[src/rtl/dotproduct_pkg.sv]
// -----------------------------------------------------------------------------
// dotproduct_pkg
//   Shared definitions for the embedding dot-product datapath: the 4-element
//   chunk stage upstream and the dot_accumulator that sums its results.
//
//   CHUNK_W      : width of one signed chunk dot-product result (16)
//   ELEM_W       : width of one signed vector element (5)
//   acc_state_t  : accumulator control states
// -----------------------------------------------------------------------------
package dotproduct_pkg;

  localparam int CHUNK_W = 16;
  localparam int ELEM_W  = 5;

  typedef enum logic [1:0] {
    IDLE  = 2'd0,
    ACCUM = 2'd1,
    DONE  = 2'd2
  } acc_state_t;

endpackage : dotproduct_pkg

[src/rtl/dot_accumulator.sv]
// -----------------------------------------------------------------------------
// dot_accumulator
//   Sums NUM_CHUNKS signed chunk dot products into one signed ACC_W-bit
//   embedding dot product, flags wrap-around, and compares the total against
//   a threshold captured when the accumulation starts.
//
//   Parameters
//     NUM_CHUNKS : chunk results per embedding (2..256)
//     ACC_W      : accumulator / threshold width, signed (>= 17)
//
//   Ports
//     clk, rst_n : clock, asynchronous active-low reset
//     start      : begin a new accumulation (honoured only in IDLE)
//     threshold  : signed match threshold, captured with start
//     in_valid   : in_result carries a chunk result
//     in_ready   : a chunk can be accepted this cycle (ACCUM only)
//     in_result  : signed chunk dot product
//     out_valid  : out_sum / out_match / overflow are valid (DONE only)
//     out_ready  : consumer takes the result
//     out_sum    : signed embedding dot product
//     out_match  : out_sum >= captured threshold
//     overflow   : accumulator wrapped during this embedding (sticky)
//     busy       : block is not IDLE
// -----------------------------------------------------------------------------
module dot_accumulator
  import dotproduct_pkg::*;
#(
  parameter int NUM_CHUNKS = 8,
  parameter int ACC_W      = 24
) (
  input  logic               clk,
  input  logic               rst_n,
  input  logic               start,
  input  logic [ACC_W-1:0]   threshold,
  input  logic               in_valid,
  output logic               in_ready,
  input  logic [CHUNK_W-1:0] in_result,
  output logic               out_valid,
  input  logic               out_ready,
  output logic [ACC_W-1:0]   out_sum,
  output logic               out_match,
  output logic               overflow,
  output logic               busy
);

  // Sized one past the largest index so the count can never wrap inside an
  // embedding, even at NUM_CHUNKS = 256.
  localparam int                CNT_W    = $clog2(NUM_CHUNKS + 1);
  localparam logic [CNT_W-1:0]  LAST_IDX = CNT_W'(NUM_CHUNKS - 1);

  acc_state_t               state;
  acc_state_t               state_next;

  logic signed [ACC_W-1:0]  acc;
  logic signed [ACC_W-1:0]  thr_q;
  logic signed [ACC_W-1:0]  chunk_ext;
  logic signed [ACC_W-1:0]  acc_sum;
  logic [CNT_W-1:0]         count;

  logic                     start_ok;
  logic                     accept;
  logic                     last_accept;
  logic                     add_ovf;

  // Handshake outputs decode the state register only, so there is no
  // combinational path from in_valid or out_ready to any output.
  assign in_ready  = (state == ACCUM);
  assign out_valid = (state == DONE);
  assign busy      = (state != IDLE);

  assign start_ok    = (state == IDLE) && start;
  assign accept      = in_valid && in_ready;
  assign last_accept = accept && (count == LAST_IDX);

  assign chunk_ext = {{(ACC_W - CHUNK_W){in_result[CHUNK_W-1]}}, in_result};
  assign acc_sum   = acc + chunk_ext;

  // Two's-complement overflow: operands agree in sign, result does not.
  assign add_ovf = (acc[ACC_W-1] == chunk_ext[ACC_W-1]) &&
                   (acc_sum[ACC_W-1] != acc[ACC_W-1]);

  // NOTE: state lives in the reset domain with an async clear; every
  // sequential assignment is non-blocking so all registers see pre-edge values.
  always_ff @(posedge clk or negedge rst_n) begin
    if (!rst_n) begin
      state <= IDLE;
    end else begin
      state <= state_next;
    end
  end

  // NOTE: defaults first, so every path assigns state_next and no latch forms.
  always_comb begin
    state_next = state;
    unique case (state)
      IDLE:    if (start)       state_next = ACCUM;
      ACCUM:   if (last_accept) state_next = DONE;
      DONE:    if (out_ready)   state_next = IDLE;
      default:                  state_next = IDLE;
    endcase
  end

  // Datapath. Results are written only on the final accept, so they hold
  // through DONE and stay at their last value in IDLE.
  always_ff @(posedge clk or negedge rst_n) begin
    if (!rst_n) begin
      acc       <= '0;
      count     <= '0;
      thr_q     <= '0;
      out_sum   <= '0;
      out_match <= 1'b0;
      overflow  <= 1'b0;
    end else if (start_ok) begin
      acc      <= '0;
      count    <= '0;
      overflow <= 1'b0;
      thr_q    <= threshold;
    end else if (accept) begin
      acc   <= acc_sum;
      count <= count + CNT_W'(1);
      if (add_ovf) begin
        overflow <= 1'b1;
      end
      if (last_accept) begin
        out_sum   <= acc_sum;
        out_match <= (acc_sum >= thr_q);
      end
    end
  end

endmodule : dot_accumulator

[config.mk]
export PLATFORM = sky130hd
export DESIGN_NAME = dot_accumulator
export DESIGN_NICKNAME = d
export VERILOG_FILES = /design/src/rtl/dotproduct_pkg.sv /design/src/rtl/dot_accumulator.sv
export SDC_FILE = /design/constraint.sdc
export NUM_CORES = 1
export LEC_CHECK = 0
export BUFFER_PORTS_ARGS = -buffer_cell sky130_fd_sc_hd__buf_2
export CAP_MARGIN = 20
export CORE_ASPECT_RATIO = 1.1
export CORE_UTILIZATION = 30
export CTS_CLUSTER_DIAMETER = 60
export DETAILED_ROUTE_END_ITERATION = 12
export SYNTH_ARGS = -nofsm -noshare
export SYNTH_HDL_FRONTEND = slang
export SYNTH_SLANG_ARGS = --single-unit
[constraint.sdc]
create_clock -name clk -period 4.6 [get_ports clk]
set_input_delay 0.23 -clock clk [delete_from_list [all_inputs] [get_ports clk]]
set_output_delay 0.23 -clock clk [all_outputs]
set_load 0.05 [all_outputs]
# Word level (Yosys, flattened, before mapping)
# Index checks and enable logic that the tools add are counted.
# W data, S select, Z words.
dict set report totals {
  reg_bits 80
  inputBits 45
  out_inout_bits 29
  wordCells 41
}
dict set report op_classes {
  add_sub_neg 2
  order_cmp 1
  eq_ne 8
  muxes 11
  n_bitwise 1
  n_reduce_logical 11
}
# cell n
set ops {}
lappend ops {{$mux W24} 2}
lappend ops {{$add A24 B16 Y24} 1}
lappend ops {{$ge A24 B24 Y1} 1}
lappend ops {{$mux W4} 2}
lappend ops {{$mux W2} 3}
lappend ops {{$pmux W2 S3} 1}
lappend ops {{$reduce_and A3 Y1} 2}
lappend ops {{$reduce_bool A2 Y1} 3}
lappend ops {{$add A4 B1 Y4 const B} 1}
lappend ops {{$eq A4 B3 Y1 const B} 1}
lappend ops {{$logic_and A1 B1 Y1} 4}
lappend ops {{$ne A2 B1 Y1 const B} 2}
lappend ops {{$mux W1} 3}
lappend ops {{$eq A2 B1 Y1 const B} 1}
lappend ops {{$eq A2 B2 Y1 const B} 1}
lappend ops {{$logic_not A2 Y1} 1}
lappend ops {{$ne A2 B2 Y1 const B} 1}
lappend ops {{$reduce_and A2 Y1} 1}
lappend ops {{$eq A1 B1 Y1} 1}
lappend ops {{$ne A1 B1 Y1} 1}
lappend ops {{$not A1 Y1} 1}

# Logic depth before layout (Yosys ltp)
dict set report logic_depth {
  word_depth 6
  mapped_depth 16
  depth_no_buf 16
}

# Worst setup path after synthesis
# Ideal clock, no wire load.
dict set report synth_path {
  path_kind {register to register}
  from {register acc[0]}
  to {register out_match}
  setup_ps 126
  arrival_ps 3166
  required_time_ps 4474
  slack_ps 1309
  stages_incl_launch_ff 16
  period_less_slack_ps 3291
  path_cell_list {dfrtp_1 ha_1 fa_1 a21oi_1 o21ai_2 o21ai_2 or4b_4 nor2b_1 xnor2_1 ha_1 a21o_1 a21o_1 a211oi_1 a21oi_1 o21ai_0 a21oi_1}
}
dict set report synth_via {
  elab_chain_len 2
}
# element line_no
set synth_rtl {}
lappend synth_rtl {{start, declared} dot_accumulator.sv:54} ;# logic signed [ACC_W-1:0] acc;
lappend synth_rtl {{start signal, assigned} dot_accumulator.sv:119} ;# acc <= acc_sum;
lappend synth_rtl {{$add A24 B16 Y24} dot_accumulator.sv:76} ;# assign acc_sum = acc + chunk_ext;
lappend synth_rtl {{named net acc_sum[12]} dot_accumulator.sv:57} ;# logic signed [ACC_W-1:0] acc_sum;
lappend synth_rtl {{$ge A24 B24 Y1} dot_accumulator.sv:126} ;# out_match <= (acc_sum >= thr_q);
lappend synth_rtl {{end signal, assigned} dot_accumulator.sv:126}
lappend synth_rtl {{end, declared} dot_accumulator.sv:41} ;# output logic out_match,
# The timed path passes the listed nets, and every way through them passes these cells.
# A chain may end at the register's enable or synchronous reset.

# Final worst setup path
# Same ends and word-level chain as after synthesis.

==> key figures <==
Run status
  • Status: finished, final reports clean

Clock tree
  • CTS buffer count: 9
  • Worst-skew pair later-pin latency: between 0.3 and 0.4 ns
  • Post-CTS setup repair buffer count: 0
  • CTS tree: yes
  • Root Driver: clkbuf_16
  • Worst-path clk slew: approximately 0.060 ns
  • # H-tree levels: 3
  • Clock sink count: 80
  • Clock buffer depth: 2

Synthesis
  • Seq/Total Area, Yosys: 0.419
  • YS warnings: 0
  • Yosys reg bits: 80
  • Largest cells by area after synthesis: dfrtp_1, ha_1, nand2_1, o21ai_0, a22o_1
  • Mapped Cells: approximately 520
  • Cell variety after synth: 46
  • Most common library cells after synthesis: nand2_1, dfrtp_1, ha_1, o21ai_0, a21oi_1
  • Main synth FF type: dfrtp_1
  • Most area-hungry cell type in the Yosys netlist: dfrtp_1
  • EDFF count, synth: 0
  • Net Count, Synth: approximately 610
  • Syn Std Cell Area: 0.00478 mm²
  • Post-Syn Area per Cell: 9.29 µm²
  • Top-count cell post-synth: nand2_1
  • Post-synth top area share: 0.419
  • Async S/R FF share, synth: 1.00

Finish
  • Final Cell Area: between 0.005 and 0.006 mm²
  • Nets@finish: 680
  • Finished Layout Cells: 791
  • Diode count: 0
  • Synth-to-layout area growth: 19.7%
  • Post-layout util: 0.367
  • Layout cells sized above 1: 0.193

Pwr
  • Internal: 2610 µW
  • Power per Cell Area: roughly 860 mW/mm²
  • Sequential share of power: 0.243
  • Sw Share: 0.468
  • Logic pwr share: 0.591
  • Psw: between 2000 and 2500 µW
  • Max VDD drop: between 300 and 400 µV
  • Clock Power Share: 0.166
  • Pleak: roughly 0.0028 µW

Setup path
  • Crit Path Max Fanout: 4
  • Cells along the critical path: ha_1 > fa_1 > a21oi_1 > o21ai_2 > o211ai_1 > o211ai_1 > a221oi_1 > ha_1 > nand2_1 > nor2_1 > a211oi_1 > o21ai_0 > o21ai_0 > a21oi_1
  • CP max-delay cell: a221oi_1
  • Reg-to-Reg Start: acc[0]
  • Largest stage delay on the critical path: ~0.66 ns
  • Endpoint class of the critical path: register
  • Kind of start point of the critical path: register
  • Setup crit start: acc[0]
  • Worst Path Arrival: approximately 3.9 ns
  • CP bufs+invs: 0
  • Critical path required time: slightly below 5 ns
  • CP delay by family, top: compound AO/OA/AOI/OAI gates
  • Worst setup path class: reg2reg

STA
  • Clk_skew: just under 0.009 ns
  • Max Freq: around 270 MHz
  • Final Hold Fails: 0
  • Endpoints failing setup: 0
  • Period utilisation layout: 0.794
  • Setup TNS Final: 0 ns
  • Worst Tran Pin Value: 0.897 ns
  • RSZ-0062 raised after global routing: no
  • Tmin final: around 3.7 ns
  • Final WS setup: about 0.95 ns
  • Final Max Tran Viols: 0
  • Slew headroom: 0.399

Die
  • I/O Pins: 74
  • Row count: 48
  • Total Die Area: approximately 0.016 mm²
  • Initial Utilization: 0.306
  • Die X: about 120 µm
  • Die Ht: approximately 130 µm
  • Core Area: 0.0156 mm²

Route
  • Total Wirelength: 12700 µm
  • 1st-iter DRT viols: about 170
  • Wire length per cell: ~16 µm
  • Average vias per placed instance: ~5.0
  • Remaining antenna violation count after routing: 0
  • Via count: 3945
  • Post-route DRC: 0
  • Pre-antenna DRT Iters: 7

Global routing
  • Grt total ovfl: 0
  • Vias in the first global route: roughly 4000
  • First-pass GRT wire length: about 21000 µm
  • Largest net degree at the start of global routing: 81
  • Initial antenna violation count: 0
  • Total track usage: 0.166

Placed design
  • GPL Wtd Cong: 0.869
  • Dpl hpwl: roughly 9600 µm
  • Cell Area, Placed: 0.00535 mm²
  • Port-buffer cells: 73
  • Pre-CTS setup slack: 0.970 ns
  • Cells after DPL: 772

Min path
  • Hold Crit Class: in2reg
  • Hold path start: out_ready

Job
  • Max-cap violations: 0
==> repair_timing <==
| action | 4_1_cts | 5_1_grt |
|---|---|---|
| hold endpoints to repair | 0 | 38 |
| hold buffers | 0 | 1 |
| resized for setup | 0 | 0 |
==> cell families after synthesis <==
family / after synthesis / synth area share
AOI/OAI and AO/OA: 151 / 0.200
xor gates and xnor gates: 23 / 0.0421
adders and majority gates: 49 / 0.130
buffers and inverters: 53 / 0.0447
DFF: 80 / 0.419
muxes: 11 / 0.0259
and+or+nand+nor: 148 / 0.138
==> registers in the layout (all words and copies together), names as in the netlist <==
register   cells
acc           24
count          4
state          2
out_match      1
thr_q         24
overflow       1
out_sum       24
==> per-layer routing <==
layer	wire length [µm]	vias up	global-route usage
li1	-	1952	-
met1	6140	1887	0.230
met2	5740	89	0.252
met3	587	17	0.0302
met4	244	0	0.0684
met5	0	-	0
==> metrics by stage <==
step | power [µW] | hold WS [ns]
5_1_grt | 5340 | 0.0982
3_3_place_gp | 4040 | 0.421
3_5_place_dp | 4080 | 0.437
4_1_cts | 4920 | 0.0798
2_1_floorplan | 3350 | -0.0656
6_report | 4900 | 0.0793
==> power by group through the flow <==
stage	Clock [µW]	Sequential, µW	Combinational (µW)
2_1_floorplan	0	1510	1850
3_3_place_gp	0	1190	2850
3_5_place_dp	0	1200	2890
4_1_cts	829	1190	2900
5_1_grt	865	1230	3240
6_report	813	1190	2890
==> path summary, 6_finish.rpt <==
check | end | slack [ns] | cells after the start
min in group asynchronous | acc[15] | 0.41 | 2
worst max-delay path | out_match | 0.95 | 14
max in group asynchronous | acc[3] | 3.58 | 3
worst min register to register | out_sum[10] | 0.47 | 2
worst max register to register | out_match | 0.95 | 14
worst min-delay path | state[1] | 0.08 | 2
==> cell type report <==
type | count | area (µm²)
Clock buffer | 12 | 267
Fill cell | 1590 | 9890
Timing Repair Buffer | 80 | 435
Multi-Input combinational cell | 382 | 2570
Sequential cell | 80 | 2000
Tap cell | 200 | 250
Clock inverter | 4 | 73.8
Inverter | 33 | 124
==> cell usage in the layout (no fill, tap or decap), drive strengths merged, types with 14 or more instances in the layout <==
| cell type | instances |
|---|---|
| nor2 | 20 |
| buf | 79 |
| a21oi | 41 |
| nand2 | 87 |
| dfrtp | 80 |
| a22o | 23 |
| xnor2 | 14 |
| inv | 34 |
| ha | 48 |
| o21ai | 51 |
==> worst register-to-register path, stage by stage (launching register included) <==
cell,delay (ns)
dfrtp_1,0.38
ha_1,0.22
fa_1,0.42
a21oi_1,0.25
o21ai_2,0.12
o211ai_1,0.19
o211ai_1,0.24
a221oi_1,0.66
ha_1,0.35
nand2_1,0.08
nor2_1,0.05
a211oi_1,0.21
o21ai_0,0.10
o21ai_0,0.16
a21oi_1,0.08
Note: power is estimated with default switching activity, not from simulation.
